<file path="config.mk">
export PLATFORM = sky130hd
export DESIGN_NAME = ysyx_23060278_ifu
export DESIGN_NICKNAME = d
export VERILOG_FILES = /design/src/rtl/ysyx_23060278_ifu.sv
export SDC_FILE = /design/constraint.sdc
export NUM_CORES = 1
export LEC_CHECK = 0
export ABC_AREA = 1
export CORE_UTILIZATION = 49
export DETAILED_ROUTE_END_ITERATION = 10
export GPL_ROUTABILITY_DRIVEN = 0
export HOLD_SLACK_MARGIN = 0.1
export MAX_ROUTING_LAYER = met4
export PLACE_DENSITY = 0.9
export SLEW_MARGIN = 25
export SYNTH_ARGS = -nofsm -noshare
export SYNTH_HDL_FRONTEND = slang
export SYNTH_SLANG_ARGS = --single-unit
</file>
<file path="constraint.sdc">
create_clock -name clk -period 4.4 [get_ports clk]
set_clock_uncertainty 0.05 [all_clocks]
set_input_delay 0.88 -clock clk [delete_from_list [all_inputs] [get_ports clk]]
set_output_delay 0.88 -clock clk [all_outputs]
set_load 0.01 [all_outputs]
</file>
<file path="src/rtl/ysyx_23060278_ifu.sv">
// ysyx_23060278_ifu: instruction fetch unit, one outstanding imem request,
// holds the fetched word for decode and squashes wrong-path fetches on redirect.
module ysyx_23060278_ifu #(
    parameter logic [31:0] RESET_PC = 32'h8000_0000
) (
    input  logic        clk,
    input  logic        rst_n,
    output logic        imem_req_valid,
    input  logic        imem_req_ready,
    output logic [31:0] imem_req_addr,
    input  logic        imem_rsp_valid,
    input  logic [31:0] imem_rsp_data,
    output logic        inst_valid,
    input  logic        inst_ready,
    output logic [31:0] inst,
    output logic [31:0] inst_pc,
    input  logic        redirect_valid,
    input  logic [31:0] redirect_pc
);
    typedef enum logic [1:0] {IDLE, REQ, WAIT, HOLD} state_t;

    state_t      r_state, w_state_n;
    logic [31:0] r_pc, w_pc_n, r_inst, w_inst_n, r_inst_pc, w_inst_pc_n;
    logic        r_drop, w_drop_n;
    logic [31:0] w_redir_pc;

    assign w_redir_pc     = {redirect_pc[31:2], 2'b00};
    assign imem_req_addr  = r_pc;
    assign imem_req_valid = (r_state == REQ) && !redirect_valid;
    assign inst_valid     = (r_state == HOLD) && !redirect_valid;
    assign inst           = r_inst;
    assign inst_pc        = r_inst_pc;

    always_ff @(posedge clk or negedge rst_n) begin
        if (!rst_n) begin
            r_state   <= IDLE;
            r_pc      <= RESET_PC;
            r_drop    <= 1'b0;
            r_inst    <= '0;
            r_inst_pc <= '0;
        end else begin
            r_state   <= w_state_n;
            r_pc      <= w_pc_n;
            r_drop    <= w_drop_n;
            r_inst    <= w_inst_n;
            r_inst_pc <= w_inst_pc_n;
        end
    end

    always_comb begin
        w_state_n   = r_state;
        w_pc_n      = redirect_valid ? w_redir_pc : r_pc;
        w_drop_n    = r_drop;
        w_inst_n    = r_inst;
        w_inst_pc_n = r_inst_pc;
        case (r_state)
            IDLE: w_state_n = REQ;
            REQ:  w_state_n = (!redirect_valid && imem_req_ready) ? WAIT : REQ;
            WAIT: begin
                if (imem_rsp_valid) begin
                    // a redirect or pending drop turns this response into wrong-path data
                    if (redirect_valid || r_drop) begin
                        w_drop_n  = 1'b0;
                        w_state_n = REQ;
                    end else begin
                        w_inst_n    = imem_rsp_data;
                        w_inst_pc_n = r_pc;
                        w_pc_n      = r_pc + 32'd4;
                        w_state_n   = HOLD;
                    end
                end else if (redirect_valid) begin
                    w_drop_n = 1'b1;
                end
            end
            HOLD: w_state_n = (redirect_valid || inst_ready) ? REQ : HOLD;
            default: w_state_n = IDLE;
        endcase
    end
endmodule

</file>
Word level (Yosys, flattened, before mapping):

Cells that the tools add are included.

* bits in registers: 99
* bits of input ports: 70
* output and inout port bits: 98
* word-level logic and storage cells: 34

* add/sub/neg operators: 1
* equal/unequal tests: 5
* multiplexer cells: 12
* bitwise operators: 1
* reduce and logical (&&, ||, !) cells: 10

Operator list (number)
* $mux 32: 4
* $add 32x3->32 const B: 1
* $mux 2: 4
* $pmux 2 s4: 1
* $reduce_and 3->1: 2
* $eq 2x2->1 const B: 2
* $logic_and 1x1->1: 3
* $mux 1: 3
* $eq 2x1->1 const B: 1
* $logic_not 2->1: 1
* $logic_or 1x1->1: 2
* $ne 2x1->1 const B: 1
* $ne 2x2->1 const B: 1
* $reduce_bool 2->1: 1
* $logic_not 1->1: 1
* $not 1->1: 1

Depth between registers and ports, before layout:

* word-level depth: 4
* mapped depth: 10
* mapped depth without buffers: 10

Worst setup path before layout:

OpenSTA, ideal clock, no wires.

* path kind: input to output
* start: in redirect_valid
* end: out inst_valid
* arrival: 1353 ps
* data required time: 3470 ps
* path slack: 2117 ps
* stages: 2
* path buffers: 1
* cells stage by stage: buf_6 > nor3_1

* cells in the longest elaborated chain, start to end: 2

RTL lines
* from (decl): RTL line 17 `input logic redirect_valid,`
* $logic_not 1->1: RTL line 30 `assign inst_valid = (r_state == HOLD) && !redirect_valid;`
* $logic_and 1x1->1: RTL line 30
* to (decl): RTL line 13 `output logic inst_valid,`

No other way between the ends.

Final worst setup path:

Ends and elaborated chain as after synthesis.

==> flow_summary.json <==
{
  "cts_inserted_buffers": 9,
  "area_delta_synth_final_pct": 40.2,
  "maximum_vdd_drop_mv": 0.230,
  "total_of_flip_flops_plus_latches_after_synthesis": 99,
  "drc_errors": 0,
  "avgSynthCellArea_um2": 7.62,
  "start_util_pct": 51.1,
  "clk_transition_reported_paths_ns": 0.10,
  "finalCritPeriodShare_pct": 74.0,
  "worst_pin_slew_ns": 0.952,
  "grt_start_max_net_pins": 80,
  "final_hold_viol_count": 0,
  "cp.arrival_ns": 2.33,
  "max_slew_margin_pct": 36.5,
  "share_clk_of_total_power_pct": 20.8,
  "cts_resized": 0,
  "yosysSeqAreaShare_pct": 52.0,
  "coreArea_mm2": 0.00933,
  "final.setup.tns_ns": 0,
  "netlist.area_leader.share_pct": 51.4,
  "die_area_mm2": 0.0101,
  "gr-usage-met3_pct": 6.52,
  "max_freq_ghz": 0.307,
  "post_cts_buffers": 0,
  "cts-htree-levels": 3,
  "whs_ns": 0.427,
  "placed_cell_areas_mm2": 0.00648,
  "clock_path_buffers": 2,
  "mappedNetlistNets": 697,
  "net-switching-power_uw": 921,
  "clock_insertion_delay_worst_skew_ns": 0.37,
  "post_synth_num_cell_types": 31,
  "cellInternalPower_uw": 1980,
  "synth_area_leader_cell": "dfrtp_1",
  "layout-drive-gt1-share_pct": 4.45,
  "globalRoute.totalOverflow": 0,
  "critical_path.cell_chain": "clkdlybuf4s50_1 > buf_4 > nor3_1 > clkdlybuf4s50_1",
  "postRouteAntennaNets": 0,
  "setup.worst_path.class": "input port to output pin",
  "drt_pass1_iterations": 5,
  "sw_frac_of_total_pct": 31.7,
  "global_route.peak_usage_layer": "met2",
  "max_cap_violations": 0,
  "largest_cells_by_area_after_synthesis": "dfrtp_1 (51%), nand2_1 (23%), inv_1 (3.5%)",
  "cts_tree": "yes",
  "io_buffer_count": 165,
  "grt_antenna_before_repair": 0,
  "synthCells": 626,
  "std_cell_rows": 35,
  "global_route_wire_length_before_repair_um": 21300,
  "postCtsHoldBufs": 0,
  "detail_route.wl_per_cell_um": 14.3,
  "crit_path_start_kind": "input port",
  "power.sequential.fraction_pct": 44.9,
  "finish_stage_setup_viols": 0,
  "fillerInstances": 730,
  "tritoncts_num_sinks": 99,
  "worstHoldPathType": "flip-flop to flip-flop",
  "timing.critical_path.required_ns": 3.47,
  "global_route.usage.total_pct": 27.7,
  "power-per-cell-area_mw_per_mm2": 435,
  "rsz0062_at_grt": "false",
  "wirelength_um": 13100,
  "footprint_of_the_multi_input_gates_mm2": 0.00197,
  "critical_path.top_delay_family": "buffers and inverters",
  "yosysWarningCount": 0,
  "worst_path_most_repeated_cell": "clkdlybuf4s50_1",
  "timing.critical_path.fanout_max": 18,
  "starting_drc_count_in_detailed_routing": 212,
  "grt_util_met2_pct": 48.1,
  "grt_pass1_vias": 4528,
  "io_pins": 168,
  "die_height_um": 101,
  "cellLeakagePower_uw": 0.00320,
  "p_comb_share_pct": 34.3,
  "setup.worst_path.end_class": "output pin",
  "run_status": "finished, final reports clean",
  "clock_tree.root_cell": "clkbuf_8",
  "route.detailed.vias_per_inst": 5.15,
  "route.vias.total": 4712,
  "gr-usage-met1_pct": 32.2,
  "ff_latch_area_mm2": 0.00248,
  "floorplan.die.width_um": 101,
  "stdcell_area_mm2": 0.00669,
  "timing.critical_path.slowest_cell_delay_ns": 0.58,
  "diodes": 0,
  "crit_path_top_delay_cell": "clkdlybuf4s50_1",
  "mappedNetlistArea_mm2": 0.00477,
  "worst-path-buf-inv": 3,
  "post-dp-hpwl_um": 9510,
  "period_minus_slack_ns": 3.26,
  "net_count_final": 852,
  "ff2ff_setup_slack_ns": 2.35,
  "drv_slew": 0
}
[routing by layer]
metal,vias up,part of all wire [%]
met5,-,0
met4,0,1.6
met3,20,8.8
met2,188,50
met1,2218,40
li1,2286,-
[power by group through the flow]
stage,combinational [uW],sequential [uW],clock [uW]
after floorplan,257,1420,0
after global placement,976,1310,0
after detailed placement,1010,1320,0
after CTS,1010,1310,617
after global routing,1090,1330,660
final,997,1300,605
[worst register-to-register path: cells and delay by family, from the launching register on]
kind / cells / cell delay, ns
AND/OR/NAND/NOR: 3 / 0.49
AO/OA/AOI/OAI: 2 / 0.31
flip-flops: 1 / 0.38
buffers and inverters: 2 / 0.74
[metrics by stage]
step | util (%) | instances | worst slack (ns) | power, uW
after global placement | 69.5 | 899 | 1.15 | 2280
after floorplan | - | 626 | 2.12 | 1680
after CTS | 71.7 | 915 | 1.14 | 2930
final | 71.7 | 915 | 1.14 | 2910
after global routing | 71.7 | 915 | 1.07 | 3090
after detailed placement | 69.5 | 899 | 1.16 | 2330
[registers in the layout, indices dropped and copies added, names as in the netlist]
signal         flops
imem_req_addr     32
inst              32
inst_pc           32
r_drop             1
r_state            2
[cells by family (layout without fill, tap and decap cells)]
logic type	count (synthesis)	in the layout	share of synthesized area (%)
AND/OR/NAND/NOR	384	384	32.4
flip-flops	99	99	52.0
buffers and inverters	73	233	6.71
AO/OA/AOI/OAI	67	67	8.26
multiplexers	2	2	0.420
adder cells (fa/ha/maj)	1	1	0.262
[cell type report]
| cell class | count | share of cell area (%) |
|---|---|---|
| multi-input cells | 454 | 29.5 |
| well taps | 129 | 2.41 |
| clock inverters | 7 | 1.20 |
| flip-flops and latches | 99 | 37.1 |
| clock buffers | 9 | 1.85 |
| repair buffers | 171 | 25.4 |
| inverters | 46 | 2.60 |
[cells in the final DEF, fill, tap and decap left out, types with 5 or more instances in the layout]
cell type / count
a21oi_1: 10
buf_4: 6
clkbuf_8: 9
clkdlybuf4s50_1: 164
dfrtp_1: 98
inv_1: 45
nand2_1: 287
nand3_1: 33
nand4_1: 5
nor2_1: 41
nor2_2: 5
nor3_1: 7
o211ai_1: 16
o21ai_0: 29
o21ai_1: 5
[synthesized netlist by cell type, drive strengths merged]
cell / number
nand3: 34
o21bai: 1
nor3: 7
nand2: 288
o22ai: 1
o21ai: 34
and2: 1
o211ai: 16
o311ai: 1
nor2: 48
a31oi: 1
o221ai: 2
ha: 1
dfrtp: 98
a21oi: 10
inv: 46
clkbuf: 7
nand4: 5
dfstp: 1
mux2i: 2
buf: 20
o21a: 1
or2: 1
[final timing paths]
| check | from | to | cells past startpoint |
|---|---|---|---|
| hold / removal | inst[26] | inst[26] | 2 |
| max in group asynchronous | rst_n | imem_req_addr[31] | 2 |
| setup / recovery | redirect_valid | inst_valid | 4 |
| min in group asynchronous | rst_n | inst[3] | 1 |
| setup reg to reg | r_state[0] | imem_req_addr[23] | 7 |
| hold reg to reg | inst[26] | inst[26] | 2 |
(Power assumes the default switching activity.)
